$ cat config.mk
export PLATFORM = sky130hd
export DESIGN_NAME = hazard_forward_unit
export DESIGN_NICKNAME = d
export VERILOG_FILES = /design/src/rtl/hazard_forward_unit_pkg.sv /design/src/rtl/hazard_forward_unit_match_lane.sv /design/src/rtl/hazard_forward_unit.sv
export SDC_FILE = /design/constraint.sdc
export NUM_CORES = 1
export LEC_CHECK = 0
export BUFFER_PORTS_ARGS = -buffer_cell sky130_fd_sc_hd__buf_4
export CORE_MARGIN = 2
export CORE_UTILIZATION = 44
export CTS_CLUSTER_DIAMETER = 100
export DETAILED_ROUTE_END_ITERATION = 12
export HOLD_SLACK_MARGIN = 0.03
export PLACE_DENSITY = 0.74
export SETUP_SLACK_MARGIN = 0.2
export SLEW_MARGIN = 10
export SYNTH_ARGS = -nofsm -noshare
export SYNTH_HDL_FRONTEND = slang
export SYNTH_SLANG_ARGS = --single-unit
$ cat constraint.sdc
create_clock -name i_clk -period 2 [get_ports i_clk]
set_clock_uncertainty 0.05 [all_clocks]
set_input_delay 0.2 -clock i_clk [delete_from_list [all_inputs] [get_ports i_clk]]
set_output_delay 0.2 -clock i_clk [all_outputs]
set_load 0.01 [all_outputs]
$ cat src/rtl/hazard_forward_unit_pkg.sv
// ----------------------------------------------------------------------------
// hazard_forward_unit_pkg
//   Shared definitions for the decode-side hazard/forwarding controller and the
//   execute-stage forwarding muxes that consume its select codes.
//
//   Contents:
//     ENT_VALID/ENT_WB/ENT_MEM/ENT_RD : bit offsets of a flattened scoreboard
//                                       entry {rd, mem_read, write_back, valid}
//     FWD_REGFILE                     : select code meaning "take the register
//                                       file value"
//     sel_width()                     : width of a forwarding select for a
//                                       given scoreboard depth
//     entry_width()                   : width of one flattened entry
// ----------------------------------------------------------------------------
package hazard_forward_unit_pkg;

    localparam int ENT_VALID   = 0;
    localparam int ENT_WB      = 1;
    localparam int ENT_MEM     = 2;
    localparam int ENT_RD      = 3;

    localparam int FWD_REGFILE = 0;

    // Select must encode 0 (register file) plus stage numbers 1..depth.
    function automatic int sel_width(input int pipe_depth);
        return $clog2(pipe_depth + 1);
    endfunction

    function automatic int entry_width(input int reg_addr_w);
        return ENT_RD + reg_addr_w;
    endfunction

endpackage : hazard_forward_unit_pkg

$ cat src/rtl/hazard_forward_unit_match_lane.sv
// ----------------------------------------------------------------------------
// hazard_match_lane
//   Per-source-operand search of the in-flight write scoreboard. Finds the
//   youngest pending writer of the operand's register and decides whether its
//   result can already be forwarded or whether decode must wait for it.
//
//   Ports:
//     i_src_valid  : this operand is actually read by the decode instruction
//     i_src_addr   : register address of the operand
//     i_entries    : flattened scoreboard, stage k at [(k-1)*ENT_W +: ENT_W]
//     o_sel        : FWD_REGFILE, or stage number k to forward from
//     o_stall_req  : youngest matching producer is not ready yet
// ----------------------------------------------------------------------------
module hazard_match_lane
    import hazard_forward_unit_pkg::*;
#(
    parameter int REG_ADDR_W = 3,
    parameter int PIPE_DEPTH = 3,
    parameter int ALU_LAT    = 1,
    parameter int LOAD_LAT   = 2,
    parameter int SEL_W      = sel_width(PIPE_DEPTH),
    parameter int ENT_W      = entry_width(REG_ADDR_W)
) (
    input  logic                        i_src_valid,
    input  logic [REG_ADDR_W-1:0]       i_src_addr,
    input  logic [PIPE_DEPTH*ENT_W-1:0] i_entries,
    output logic [SEL_W-1:0]            o_sel,
    output logic                        o_stall_req
);

    logic [ENT_W-1:0] w_ent;
    logic             w_hit;
    int               w_lat;

    // Walk from the oldest stage to the youngest so that a younger match
    // overwrites any older one. A younger unready producer therefore hides an
    // older ready one: the older value is stale for this reader.
    always_comb begin
        o_sel       = SEL_W'(FWD_REGFILE);
        o_stall_req = 1'b0;
        w_ent       = '0;
        w_hit       = 1'b0;
        w_lat       = ALU_LAT;
        for (int k = PIPE_DEPTH; k >= 1; k--) begin
            w_ent = i_entries[(k-1)*ENT_W +: ENT_W];
            w_hit = i_src_valid
                  & w_ent[ENT_VALID]
                  & w_ent[ENT_WB]
                  & (w_ent[ENT_RD +: REG_ADDR_W] == i_src_addr);
            w_lat = w_ent[ENT_MEM] ? LOAD_LAT : ALU_LAT;
            if (w_hit) begin
                if (k >= w_lat) begin
                    o_sel       = SEL_W'(k);
                    o_stall_req = 1'b0;
                end else begin
                    o_sel       = SEL_W'(FWD_REGFILE);
                    o_stall_req = 1'b1;
                end
            end
        end
    end

endmodule : hazard_match_lane

$ cat src/rtl/hazard_forward_unit.sv
// ----------------------------------------------------------------------------
// hazard_forward_unit
//   Hazard/forwarding controller beside the decode stage. Keeps a shift-register
//   scoreboard of register-writing instructions issued from decode, produces a
//   forwarding select per source operand, stalls decode on load-use hazards and
//   marks the data word of two-word (immediate) instructions as a bubble slot.
//
//   Ports:
//     i_clk, i_reset        : clock, synchronous active-high reset
//     i_issue_valid         : decode holds a valid instruction
//     i_issue_rd            : destination register of the decode instruction
//     i_issue_write_back    : decode instruction writes a register
//     i_issue_mem_read      : result comes from memory (load/pop)
//     i_issue_imm           : next decode word is immediate data
//     i_src_valid/addr      : per-source read enables and packed addresses
//     i_flush               : flush all post-decode stages
//     o_fwd_sel             : packed per-source select (0 = register file,
//                             k = producer k stages ahead)
//     o_stall               : hold PC and fetch/decode buffer
//     o_bubble              : insert NOP into the decode/exm buffer
//     o_imm_slot            : current decode word is immediate data
//
//   All outputs are combinational from state and inputs so the decode/exm
//   buffer can act on them in the same cycle.
// ----------------------------------------------------------------------------
module hazard_forward_unit
    import hazard_forward_unit_pkg::*;
#(
    parameter int REG_ADDR_W = 3,
    parameter int PIPE_DEPTH = 3,
    parameter int NUM_SRC    = 2,
    parameter int ALU_LAT    = 1,
    parameter int LOAD_LAT   = 2
) (
    input  logic                                        i_clk,
    input  logic                                        i_reset,
    input  logic                                        i_issue_valid,
    input  logic [REG_ADDR_W-1:0]                       i_issue_rd,
    input  logic                                        i_issue_write_back,
    input  logic                                        i_issue_mem_read,
    input  logic                                        i_issue_imm,
    input  logic [NUM_SRC-1:0]                          i_src_valid,
    input  logic [NUM_SRC*REG_ADDR_W-1:0]               i_src_addr,
    input  logic                                        i_flush,
    output logic [NUM_SRC*sel_width(PIPE_DEPTH)-1:0]    o_fwd_sel,
    output logic                                        o_stall,
    output logic                                        o_bubble,
    output logic                                        o_imm_slot
);

    localparam int SEL_W = sel_width(PIPE_DEPTH);
    localparam int ENT_W = entry_width(REG_ADDR_W);

    // Scoreboard, bit/element k-1 holds stage k (stage 1 = EXM).
    logic [PIPE_DEPTH-1:0]                 r_valid;
    logic [PIPE_DEPTH-1:0]                 r_wb;
    logic [PIPE_DEPTH-1:0]                 r_mem;
    logic [PIPE_DEPTH-1:0][REG_ADDR_W-1:0] r_rd;
    logic                                  r_imm_pending;

    logic                                  w_accept;
    logic [PIPE_DEPTH*ENT_W-1:0]           w_entries;
    logic [NUM_SRC*SEL_W-1:0]              w_lane_sel;
    logic [NUM_SRC-1:0]                    w_stall_req;

    // ---- decode-stage decisions (combinational) ----
    always_comb begin
        w_entries = '0;
        for (int k = 0; k < PIPE_DEPTH; k++) begin
            w_entries[k*ENT_W + ENT_VALID]          = r_valid[k];
            w_entries[k*ENT_W + ENT_WB]             = r_wb[k];
            w_entries[k*ENT_W + ENT_MEM]            = r_mem[k];
            w_entries[k*ENT_W + ENT_RD +: REG_ADDR_W] = r_rd[k];
        end
    end

    for (genvar j = 0; j < NUM_SRC; j++) begin : g_lane
        hazard_match_lane #(
            .REG_ADDR_W (REG_ADDR_W),
            .PIPE_DEPTH (PIPE_DEPTH),
            .ALU_LAT    (ALU_LAT),
            .LOAD_LAT   (LOAD_LAT),
            .SEL_W      (SEL_W),
            .ENT_W      (ENT_W)
        ) u_lane (
            .i_src_valid (i_src_valid[j]),
            .i_src_addr  (i_src_addr[j*REG_ADDR_W +: REG_ADDR_W]),
            .i_entries   (w_entries),
            .o_sel       (w_lane_sel[j*SEL_W +: SEL_W]),
            .o_stall_req (w_stall_req[j])
        );
    end

    // The immediate data word is not an instruction, so its bit pattern must
    // neither select forwarding nor raise a stall. Flush only suppresses the
    // stall: the selects are meaningless for a flushed instruction anyway.
    always_comb begin
        o_imm_slot = r_imm_pending & ~i_reset;
        o_stall    = (|w_stall_req) & ~r_imm_pending & ~i_flush
                   & ~i_reset & i_issue_valid;
        o_bubble   = o_stall | o_imm_slot;
        o_fwd_sel  = (i_reset | r_imm_pending) ? '0 : w_lane_sel;
        w_accept   = i_issue_valid & ~o_stall & ~o_imm_slot & ~i_flush;
    end

    // ---- scoreboard advance (control) ----
    // Only the valid bits and the immediate flag need clearing; stale payload
    // behind a cleared valid bit is never matched.
    always_ff @(posedge i_clk) begin
        if (i_reset || i_flush) begin
            r_valid       <= '0;
            r_imm_pending <= 1'b0;
        end else begin
            r_valid       <= (r_valid << 1) | PIPE_DEPTH'(w_accept);
            r_imm_pending <= w_accept & i_issue_imm;
        end
    end

    // ---- scoreboard advance (payload) ----
    always_ff @(posedge i_clk) begin
        r_wb    <= (r_wb  << 1) | PIPE_DEPTH'(i_issue_write_back);
        r_mem   <= (r_mem << 1) | PIPE_DEPTH'(i_issue_mem_read);
        r_rd[0] <= i_issue_rd;
        for (int k = 1; k < PIPE_DEPTH; k++) begin
            r_rd[k] <= r_rd[k-1];
        end
    end

endmodule : hazard_forward_unit

# Yosys cells after proc, flatten, opt, wreduce, memory -nomap -nowiden
# Index checks and enable logic that the tools add are counted.
[totals] ff_bits=19 latchBits=0 ramBits=0 rom_bits=0 n_memories=0
[op_classes] add_sub_neg=0 n_mul=0 n_div=0 n_lt_le_gt_ge=3 eq_ne=6 shift=0 n_mux=22 n_bitwise=37 reduce_logical=2
[op_table] op="3-bit by 32-bit >= comparator with 1-bit output, first input constant" count=2
[op_table] op="2-bit by 32-bit >= comparator with 1-bit output, first input constant" count=1
[op_table] op="1-bit AND" count=27
[op_table] op="2-bit 2-to-1 mux" count=11
[op_table] op="3-bit equality test" count=6
[op_table] op="1-bit 2-to-1 mux" count=10
[op_table] op="3-bit by 1-bit OR with 3-bit output" count=3
[op_table] op="1-bit inverter" count=5
[op_table] op="4-bit 2-to-1 mux" count=1
[op_table] op="1-bit OR" count=2
[op_table] op="2-bit OR reduction" count=1
[op_table] op="1-bit logical OR" count=1

# Logic depth before layout (Yosys ltp)
[logic_depth] depth_word=16 depth_mapped=4

# Modules after synthesis
# A second synthesis with hierarchy kept.
[unflattened] hier_cells=71 hier_area_um2=782.0
[modules_own_cells] mod="hazard_forward_unit" n_inst=1 cells_per_inst=33 area_per_inst_um2=479.2
[modules_own_cells] mod="hazard_match_lane" n_inst=2 cells_per_inst=19 area_per_inst_um2=151.4

# Worst setup path after synthesis
# Ideal clock, no wire load.
[synth_timing] path_type="reg2out" from="register r_rd[5] (netlist bit)" to="output o_fwd_sel[3]" arrival_time_ns=1.483 required_time_ns=1.750 slack_ns=0.267 path_stages_with_launch=4 cell_sequence="dfxtp_1 -> xor2_2 -> or4_4 -> a2111oi_2"
[synth_via] elab_chain_len=5
[synth_rtl] element="start, declared" line_no="hazard_forward_unit.sv:58" text="logic [PIPE_DEPTH-1:0][REG_ADDR_W-1:0] r_rd;"
[synth_rtl] element="start signal, assigned by index" line_no="hazard_forward_unit.sv:125" text="r_rd[k] <= r_rd[k-1];"
[synth_rtl] element="3-bit equality test" line_no="hazard_forward_unit_match_lane.sv:49" text="& (w_ent[ENT_RD +: REG_ADDR_W] == i_src_addr);"
[synth_rtl] element="1-bit AND" line_no="hazard_forward_unit_match_lane.sv:49"
[synth_rtl] element="2-bit 2-to-1 mux (2 in a row)" line_no="hazard_forward_unit_match_lane.sv:51" text="if (w_hit) begin"
[synth_rtl] element="4-bit 2-to-1 mux" line_no="hazard_forward_unit.sv:102" text="o_fwd_sel = (i_reset | r_imm_pending) ? '0 : w_lane_sel;"
[synth_rtl] element="end, declared" line_no="hazard_forward_unit.sv:45" text="output logic [NUM_SRC*sel_width(PIPE_DEPTH)-1:0] o_fwd_sel,"
# Every way passes these cells.

# Worst setup path in the final report
[layout_timing] from="register r_valid[2]" to="output o_fwd_sel[3]"
[layout_via] elab_chain_len=7
[layout_rtl] element="start, declared" line_no="hazard_forward_unit.sv:55" text="logic [PIPE_DEPTH-1:0] r_valid;"
[layout_rtl] element="start signal, assigned" line_no="hazard_forward_unit.sv:114" text="r_valid <= (r_valid << 1) | PIPE_DEPTH'(w_accept);"
[layout_rtl] element="1-bit AND" line_no="hazard_forward_unit_match_lane.sv:47" text="& w_ent[ENT_VALID]"
[layout_rtl] element="1-bit AND" line_no="hazard_forward_unit_match_lane.sv:48" text="& w_ent[ENT_WB]"
[layout_rtl] element="1-bit AND" line_no="hazard_forward_unit_match_lane.sv:49"
[layout_rtl] element="2-bit 2-to-1 mux (3 in a row)" line_no="hazard_forward_unit_match_lane.sv:51"
[layout_rtl] element="4-bit 2-to-1 mux" line_no="hazard_forward_unit.sv:102"
# Every way passes these cells.

==> impl_results.md <==
- Commonest non-fill, non-tap cell in the layout: buf_4
- Failing checks: negative setup slack
- Crit path largest cell delay: 0.57 ns
- Largest net degree at the start of global routing: 10
- Via count: ~640
- Post-route cell area: ~1200 um^2
- Synth Warn #: 0
- Vias in the first global route: 634
- Die Ht: around 45 um
- Worst-Skew Late Latency: 0.29 ns
- Reported max-cap violation count: 0
- Port Buf Inserts: 24
- Slew Limit Fails: 0
- DRC viols: 0
- CP Data Required Time: 1.75 ns
- Pre-CTS WS: between 0.15 and 0.2 ns
- Root Driver: clkbuf_4
- Most frequent cells in the layout: buf_4, xor2_1, dfxtp_1
- Rows: 14
- Kind of critical path: flip-flop to output pin
- Post-Route M1 WL: a little over 700 um
- Mapped cell area: about 720 um^2
- Die X-Extent: 44.6 um
- Sequential fraction of the synthesis area: 0.470
- Initial DRC Count: 6
- Slew HR: 0.809
- Initial antenna violation count: 0
- Reg clk slew, reported paths: roughly 0.090 ns
- Setup TNS: -0.108 ns
- Nets: around 130
- CP endpoint kind: output pin
- Final worst path period need: 2.10 ns
- Io pins: 25
- Synth cell types: 18
- Crit-path max FO: 2
- Fin. Hold Viols: 0
- Highest routed layer: met4
- Crit-path cells: nand3_1 -> or4_4 -> a2111oi_4 -> buf_4
- H-tree levels: 1
- Post-synth EDFFs: 0
- Worst vdd ir: about 0.00053 V
- Fmax: roughly 480 MHz
- Syn nets: 85
- Startpoint Class: flip-flop
- Synth Register Bits: 17
- Status: finished with violations
- Prevailing post-synth register cell: dfxtp_1
- Initial DRT Pass Iterations: 3
- First-pass GRT wire length: approximately 2800 um
- Endpoints failing setup: 2
- Total GRT Usage: 0.205
- Clock tree buffer depth: 2
- Worst hold path type: input pin to flip-flop
- CTS tree: yes
- Routability congestion estimate: roughly 0.74
- P&R area growth vs syn: 62.5%
- CTS Sinks: 17
- Average wire per standard cell: around 15 um
- Ant diodes: 0
- Final worst-path cycle share: 1.05
- Starting density of the core: 0.475
- Leak: between 0.4 and 0.5 nW
- Final WL: 1820 um
- Full die area: 1990 um^2
- Pwr dens: 555 nW/um^2
- Core area: between 1500 and 2000 um^2
- Layout cell share with drive strength beyond 1: 0.514
- Placed Area: ~930 um^2
- RSZ-0062 raised after global routing: yes
- DR vias/cell: 5.16
- Avg Cell Area, Syn: 10.8 um^2
- WP data arrival: around 1.9 ns
- HPWL after DPL: about 1200 um
- Slew @ Worst Pin: about 0.29 ns
- CTS Buf Count: 3
- WL met3: 80 um
- Post-Syn Instances: 67
- Final worst setup slack: -0.0965 ns
- WL met2: 988 um
- Worst path slowest cell: or4_4
- Gr ovfl total: 0
- Detail Route Antenna Nets: 0
- Synth async-reset ratio: 0
cell usage after synthesis (2+ instances only):
cell type / instances / area, um^2
nor2b_1: 2 / 12.5
nor3b_1: 4 / 30.0
dfxtp_1: 17 / 340
nor2_1: 5 / 18.8
nor4_1: 3 / 18.8
nand3_1: 6 / 30.0
nor4_2: 2 / 25.0
xor2_1: 17 / 149
o21a_1: 2 / 15.0
power breakdown:
group	switching, mW	total, mW	internal [mW]
combinational	0.0478	0.104	0.0565
clock	0.0990	0.177	0.0776
sequential	0.0175	0.372	0.355
state kept, by name, summed over array words and instances (netlist names):
register,flops
r_valid,3
r_rd,9
r_mem,1
r_wb,3
r_imm_pending,1
critical path: cells and delay by family (launching register included):
kind | cells | cell delay [ns]
and+or+nand+nor | 2 | 0.67
DFF | 1 | 0.36
AOI/OAI and AO/OA | 1 | 0.36
buffers and inverters | 1 | 0.17
repair_timing:
action,CTS,global route
resized for setup,19,8
hold buffers,5,1
hold endpoints to repair,5,2
setup buffers,5,0
pin swaps,15,5
endpoints found under the setup margin,6,6
layout make-up:
class	instances	area [um^2]
Fill cell	104	347
Clock buffer	4	26.3
Timing Repair Buffer	36	293
Tap cell	16	20.0
Sequential cell	17	355
Multi-Input combinational cell	50	483
routing by layer:
layer / vias up / track usage
li1: 317 / -
met1: 296 / 0.239
met2: 18 / 0.362
met3: 4 / 0.0367
met4: 0 / 0.0909
met5: - / 0
cell families (layout without fill, tap and decap cells):
family                 count (synthesis)  in the layout  share of synthesized area
flip-flops                            17             17                      0.470
AND/OR/NAND/NOR                       26             26                      0.230
XOR/XNOR                              18             18                      0.228
buffers and inverters                  0             40                          0
AO/OA/AOI/OAI                          6              6                     0.0725
final timing paths:
path	start	end	slack, ns	cells after the start
worst max-delay path	r_valid[2]	o_fwd_sel[3]	-0.1	4
worst max register to register	r_rd[0]	r_imm_pending	0.54	6
worst min-delay path	i_reset	r_valid[1]	0.09	2
worst min register to register	r_rd[2]	r_rd[5]	0.33	0
metrics by stage:
stage / util / power (mW) / hold WS, ns / instances
after floorplan: - / 0.405 / 0.178 / 67
after global placement: 0.612 / 0.448 / 0.254 / 108
after detailed placement: 0.612 / 0.450 / 0.255 / 108
after CTS: 0.736 / 0.646 / 0.0312 / 122
after global routing: 0.773 / 0.687 / 0.0936 / 123
final: 0.773 / 0.653 / 0.0895 / 123
(Power assumes the default switching activity.)
